$ cat config.mk
export PLATFORM = sky130hd
export DESIGN_NAME = pill_dose_scheduler
export DESIGN_NICKNAME = d
export VERILOG_FILES = /design/src/rtl/pill_dose_scheduler.sv
export SDC_FILE = /design/constraint.sdc
export NUM_CORES = 1
export LEC_CHECK = 0
export ABC_AREA = 1
export CORE_MARGIN = 2
export CORE_UTILIZATION = 54
export DETAILED_ROUTE_END_ITERATION = 16
export PLACE_DENSITY = 0.76
export SKIP_CTS_REPAIR_TIMING = 1
export SKIP_LAST_GASP = 1
export SYNTH_ARGS = -nofsm -noshare
export SYNTH_HDL_FRONTEND = slang
export SYNTH_SLANG_ARGS = --single-unit
$ cat constraint.sdc
create_clock -name clk -period 2 [get_ports clk]
set_input_delay 0.4 -clock clk [delete_from_list [all_inputs] [get_ports clk]]
set_output_delay 0.4 -clock clk [all_outputs]
set_load 0.01 [all_outputs]
$ cat src/rtl/pill_dose_scheduler.sv
// Pill dispenser scheduler: per-slot interval countdowns, round-robin
// arbitration, dispenser req/ack/done handshake and patient alert.
module pill_dose_scheduler #(
  parameter int TICK_DIV    = 50,
  parameter int N_SLOTS     = 4,
  parameter int ALERT_TICKS = 8
) (
  input  logic       clk,
  input  logic       RST,
  input  logic       cfg_we,
  input  logic [1:0] cfg_slot,
  input  logic [7:0] cfg_interval,
  output logic       disp_req,
  output logic [1:0] disp_slot,
  input  logic       disp_ack,
  input  logic       disp_done,
  input  logic       btn_ack,
  input  logic       missed_clr,
  output logic       alarm,
  output logic [3:0] missed,
  output logic [3:0] pending,
  output logic [1:0] fsm_state
);

  localparam int PW = (TICK_DIV > 1) ? $clog2(TICK_DIV) : 1;
  localparam int AW = $clog2(ALERT_TICKS + 1);

  typedef enum logic [1:0] {
    IDLE      = 2'd0,
    REQ       = 2'd1,
    WAIT_DONE = 2'd2,
    ALERT     = 2'd3
  } state_t;

  state_t          state_q, state_d;
  logic [PW-1:0]   pre_q;
  logic            tick;
  logic [7:0]      ival_q [N_SLOTS];
  logic [7:0]      cd_q   [N_SLOTS];
  logic [3:0]      pending_q, missed_q;
  logic [1:0]      rr_q, slot_q;
  logic            req_q, alarm_q;
  logic [AW-1:0]   acnt_q, acnt_d;

  logic [3:0]      due, ovr, clr, mset;
  logic [1:0]      grant, idx;
  logic            grant_en, tmo;

  assign tick = (pre_q == PW'(TICK_DIV - 1));

  // Expiry detection; a same-cycle config write to the slot overrides it
  always_comb begin
    due = '0;
    ovr = '0;
    for (int i = 0; i < N_SLOTS; i++) begin
      if (tick && ival_q[i] != 8'd0 && cd_q[i] == 8'd1 &&
          !(cfg_we && cfg_slot == 2'(i))) begin
        due[i] = 1'b1;
        ovr[i] = pending_q[i];
      end
    end
  end

  always_comb begin
    grant = rr_q;
    idx   = rr_q;
    for (int k = N_SLOTS - 1; k >= 0; k--) begin
      idx = rr_q + 2'(k);
      if (pending_q[idx]) grant = idx;
    end
  end

  always_comb begin
    state_d  = state_q;
    acnt_d   = acnt_q;
    clr      = '0;
    tmo      = 1'b0;
    grant_en = 1'b0;
    unique case (state_q)
      IDLE: begin
        if (|pending_q) begin
          grant_en = 1'b1;
          state_d  = REQ;
        end
      end
      REQ: begin
        if (disp_ack) state_d = WAIT_DONE;
      end
      WAIT_DONE: begin
        if (disp_done) begin
          clr[slot_q] = 1'b1;
          acnt_d      = '0;
          state_d     = ALERT;
        end
      end
      ALERT: begin
        if (tick) acnt_d = acnt_q + AW'(1);
        if (btn_ack) begin
          state_d = IDLE;
        end else if (tick && acnt_q == AW'(ALERT_TICKS - 1)) begin
          tmo     = 1'b1;
          state_d = IDLE;
        end
      end
      default: state_d = IDLE;
    endcase
  end

  always_comb begin
    mset = ovr;
    if (tmo) mset[slot_q] = 1'b1;
  end

  always_ff @(posedge clk) begin
    if (!RST) begin
      pre_q <= '0;
      for (int i = 0; i < N_SLOTS; i++) begin
        ival_q[i] <= '0;
        cd_q[i]   <= '0;
      end
    end else begin
      pre_q <= tick ? '0 : pre_q + PW'(1);
      for (int i = 0; i < N_SLOTS; i++) begin
        if (cfg_we && cfg_slot == 2'(i)) begin
          ival_q[i] <= cfg_interval;
          cd_q[i]   <= cfg_interval;
        end else if (tick && ival_q[i] != 8'd0) begin
          if (cd_q[i] > 8'd1)       cd_q[i] <= cd_q[i] - 8'd1;
          else if (cd_q[i] == 8'd1) cd_q[i] <= ival_q[i];
        end
      end
    end
  end

  always_ff @(posedge clk) begin
    if (!RST) begin
      state_q   <= IDLE;
      pending_q <= '0;
      missed_q  <= '0;
      rr_q      <= '0;
      slot_q    <= '0;
      req_q     <= 1'b0;
      alarm_q   <= 1'b0;
      acnt_q    <= '0;
    end else begin
      state_q   <= state_d;
      acnt_q    <= acnt_d;
      // A new expiry beats a completion clear so the slot is re-served
      pending_q <= (pending_q & ~clr) | due;
      missed_q  <= (missed_clr ? 4'd0 : missed_q) | mset;
      req_q     <= (state_q == REQ) && !disp_ack;
      alarm_q   <= (state_d == ALERT);
      if (grant_en) begin
        slot_q <= grant;
        rr_q   <= grant + 2'd1;
      end
    end
  end

  assign disp_req  = req_q;
  assign disp_slot = slot_q;
  assign alarm     = alarm_q;
  assign missed    = missed_q;
  assign pending   = pending_q;
  assign fsm_state = state_q;

endmodule

## Yosys cells after proc, flatten, opt, wreduce, memory -nomap -nowiden

Memories as Yosys holds them, arrays and structs flattened.
Cells that the tools add are included.

| operators by class | value |
|---|---|
| $add $sub $neg | 10 |
| $lt $le $gt $ge | 10 |
| equality and inequality tests | 15 |
| multiplexer cells | 113 |
| bitwise logic cells | 22 |
| reduce and logical (&&, ||, !) cells | 34 |

Operators by type and width:

| operator | count |
|---|---|
| 8-bit 2-to-1 mux | 16 |
| 1-bit 2-to-1 mux | 75 |
| 8-bit by 1-bit equality test with 1-bit output (second input constant) | 4 |
| 8-bit by 1-bit greater-than comparator with 1-bit output (second input constant) | 4 |
| 8-bit nonzero test | 4 |
| 8-bit by 1-bit subtractor with 8-bit output (second input constant) | 4 |
| 4-bit 2-to-1 mux | 6 |
| 1-bit logical AND | 19 |
| 2-bit 2-to-1 mux | 9 |
| 1-bit bitwise OR | 16 |
| 2-bit by 3-bit less-than comparator with 1-bit output (second input constant) | 5 |
| 4-bit bitwise OR | 3 |
| 2-bit equality test (second input constant) | 5 |
| 1-bit binary-select mux with 2-bit select | 4 |
| 2-bit case mux with 4 select lines | 1 |
| 4-bit case mux with 2 select lines | 1 |
| 6-bit by 1-bit adder with 6-bit output (second input constant) | 1 |
| 6-bit equality test (second input constant) | 1 |
| 1-bit zero test | 5 |
| 2-bit by 1-bit adder with 2-bit output (second input constant) | 2 |
| 2-bit adder (second input constant) | 2 |
| 4-bit by 1-bit adder with 4-bit output (second input constant) | 1 |
| 4-bit AND | 1 |
| 2-bit by 1-bit equality test with 1-bit output (second input constant) | 2 |
| 11 further kinds | 13 |

| storage, ports and cells | value |
|---|---|
| register bits | 26 |
| memory bits (writable) | 64 |
| input bits | 17 |
| output and inout bits | 14 |
| memories | 2 |

Memory list:

| memory | depth | bits a word | rd ports | clocked after Yosys merged registers in | write ports | RTL line | text |
|---|---|---|---|---|---|---|---|
| cd_q | 4 | 8 | 4 | 0 | 4 | 39 | `logic [7:0] cd_q [N_SLOTS];` |
| ival_q | 4 | 8 | 4 | 0 | 4 | 38 | `logic [7:0] ival_q [N_SLOTS];` |

## Longest topological paths before layout

| logic depth | value |
|---|---|
| depth after elaboration | 9 |
| gate-level depth with buffers | 14 |
| mapped depth without buffers | 13 |

## Least setup slack after synthesis

No wires, ideal clock.

| timing | value |
|---|---|
| kind | input to register |
| start | in RST |
| end | mem cd_q[0][0] (enable) |
| library setup time | 340 ps |
| data arrival time | 1549 ps |
| path slack | 111 ps |
| stages on the path | 6 |
| path through | buf_2 nand2_1 nor2_1 nand3_2 buf_4 nand4_1 |

RTL lines:

| what | RTL line | text |
|---|---|---|
| from (decl) | 9 | `input logic RST,` |
| to (decl) | 39 |  |

==> reports/results.tsv <==
metric	value	unit
status	complete, no violations	
commonest non-fill, non-tap cells in the layout	nand2_1 (147), nor2_1 (130), inv_1 (65)	
CTS buffer count	9	
crit path DAT	1.98	ns
worst-skew pair later-pin latency	0.37	ns
diode count	0	
input/output buffers	30	
Post-Syn Area	5160	um2
Root Buffer	clkbuf_8	
largest buffer count on any clock path	2	
GRT overflow	0	
Routability Congestion	0.878	
Max transition margin	75.6	%
critical path type	reg -> reg	
Initial Util	55.8	%
Worst Setup End Kind	register	
Setup Viol. Count Final	0	
Die ar.	10300	um2
Worst setup SP type	register	
R2R Path Start	pre_q[1]	
Reg clk slew, reported paths	0.09	ns
area leader, netlist	edfxtp_1	
unrepaired setup endpoints after global routing	true	
Final Skew	0.0146	ns
Highest Clock Rate	524	MHz
HPWL after DPL	9.33	mm
initial antenna violation count	0	
area growth from synthesis to final layout	23.3	%
CP startpoint	pre_q[1]	
Vias	4637	
setup slack, reg-to-reg	0.09	ns
Pre-antenna DRT Iters	6	
wire per inst	14.2	um
first-pass GRT wire length	19.9	mm
Min-Delay Path Class	reg -> reg	
actual slew at the worst max-slew pin	0.363	ns
Slew Limit Fails	0	
post-route ant nets	0	
CTS tree	done	
core area	9240	um2
Total Power	3850	uW
FF-to-FF path depth	9	
crit path to	cd_q[2][0]	
pin count of the biggest net entering global routing	19	
Die W	102	um
hold violation count in the final report	0	
leakage	0.00274	uW
Mean Syn Cell Area	8.02	um2
1st-iter DRT viols	355	
Reg2Reg Capture Point	cd_q[2][0]	
CTS sink cnt	90	
Mapped Cells	643	
Max Cap Violations	0	
min Tclk post-route	1.91	ns
drc violations	0	
GRT Total Usage	24.9	%
Worst VDD drop	0.389	mV
Hold Crit Depth	1	
top post-synthesis cells by area	edfxtp_1 (37%), nand2_1 (11%), dfxtp_1 (10%)	
layout cells sized above 1	16.1	%
vias in the first global route	4446	
Rows	35	
Max H-tree Level	3	
Ports	31	
period utilization	95.5	%
CP max FO	9	
layout net count	769	
yosys warns	0	
Pwr Density	606	nW/um2
post-synth top area share	37.3	%
Synth cell types	41	
Die Y	102	um
Synth Net Count	671	
register area share after synthesis	47.4	%
Via-to-Cell Ratio	5.30	
leading cell type in the layout, fill and taps excluded	nand2_1	
critical path data required time	2.07	ns
Seq cells post-synth	90	
Post-Route Utilization	68.8	%
total wire length	12.4	mm
## synthesized netlist by cell type (all sizes together)
master,number
nor2,141
nor3,7
o31ai,1
a41oi,2
o211a,1
buf,8
nand4,22
o211ai,1
clkinv,2
nand2,149
a31oi,3
clkbuf,2
nand3b,7
o21ai,33
ha,11
and2,2
nor4,2
xnor2,19
or2,1
dfxtp,26
nand3,36
nor3b,1
xor2,6
edfxtp,64
a21oi,24
inv,70
o311ai,2
## metal layers
metal  GRT usage, %  vias to the layer above  routed length, um
met5              0                        -                  0
met4           10.7                        0                332
met3           3.86                       28                549
met2           44.2                      131               6220
met1           30.0                     2164               5320
li1               -                     2314                  -
## logic make-up (layout without fill, tap and decap cells)
| kind of cell | after synthesis | in the layout | synth area share (%) |
|---|---|---|---|
| fa+ha+maj | 11 | 11 | 2.67 |
| simple gates | 368 | 368 | 32.2 |
| buf+inv | 82 | 185 | 6.38 |
| compound gates | 67 | 67 | 7.13 |
| xor+xnor | 25 | 25 | 4.25 |
| flops | 90 | 90 | 47.4 |
## critical path, stage by stage (launching register included)
cell	delay, ns
dfxtp_2	0.35
inv_1	0.06
ha_2	0.19
nand4_4	0.11
buf_4	0.19
nor2_4	0.16
nand3_4	0.12
buf_4	0.19
nand4_1	0.07
buf_4	0.18
## cell type report
class                   instances  area [um2]
repair buffers                 97         838
fillers                       746        2880
inverters                      72         273
multi-input cells             471        2430
clock inverters                 5        42.5
flip-flops and latches         90        2440
well taps                     129         161
clock buffers                  11         163
## sequential cells by signal, summed over array words and instances, names as in the netlist
register   count
acnt_q         4
pre_q          6
alarm          1
disp_req       1
fsm_state      2
pending        4
missed         4
cd_q          32
ival_q        32
disp_slot      2
rr_q           2
## how the worst min path moves through the flow
stage / slack (ns) / from / endpoint
final: 0.48 / pre_q[0] / pre_q[0]
after global routing: 0.50 / pre_q[0] / pre_q[0]
after CTS: 0.51 / acnt_q[0] / acnt_q[0]
after detailed placement: 0.49 / acnt_q[0] / acnt_q[0]
after global placement: 0.46 / pre_q[0] / pre_q[0]
after floorplan: 0.45 / pre_q[0] / pre_q[0]
## per-stage QoR
| stage | setup TNS, ns | hold WS [ns] | cell area [um2] | cells | setup WS (ns) |
|---|---|---|---|---|---|
| global placement | -11.01 | 0.460 | 6020 | 848 | -0.358 |
| detailed placement | -14.07 | 0.487 | 6020 | 848 | -0.388 |
| finish | 0 | 0.481 | 6360 | 875 | 0.0906 |
| CTS | -0.0905 | 0.506 | 6220 | 864 | -0.0162 |
| global route | -0.0320 | 0.504 | 6360 | 875 | -0.0169 |
| floorplan | 0 | 0.445 | 5160 | 643 | 0.111 |
## report_power, final
group	switching, uW	internal, uW	total, uW
combinational	247	183	430
sequential	66.5	2100	2170
clock	683	575	1260
No activity file was read; power rests on OpenSTA's default activity.
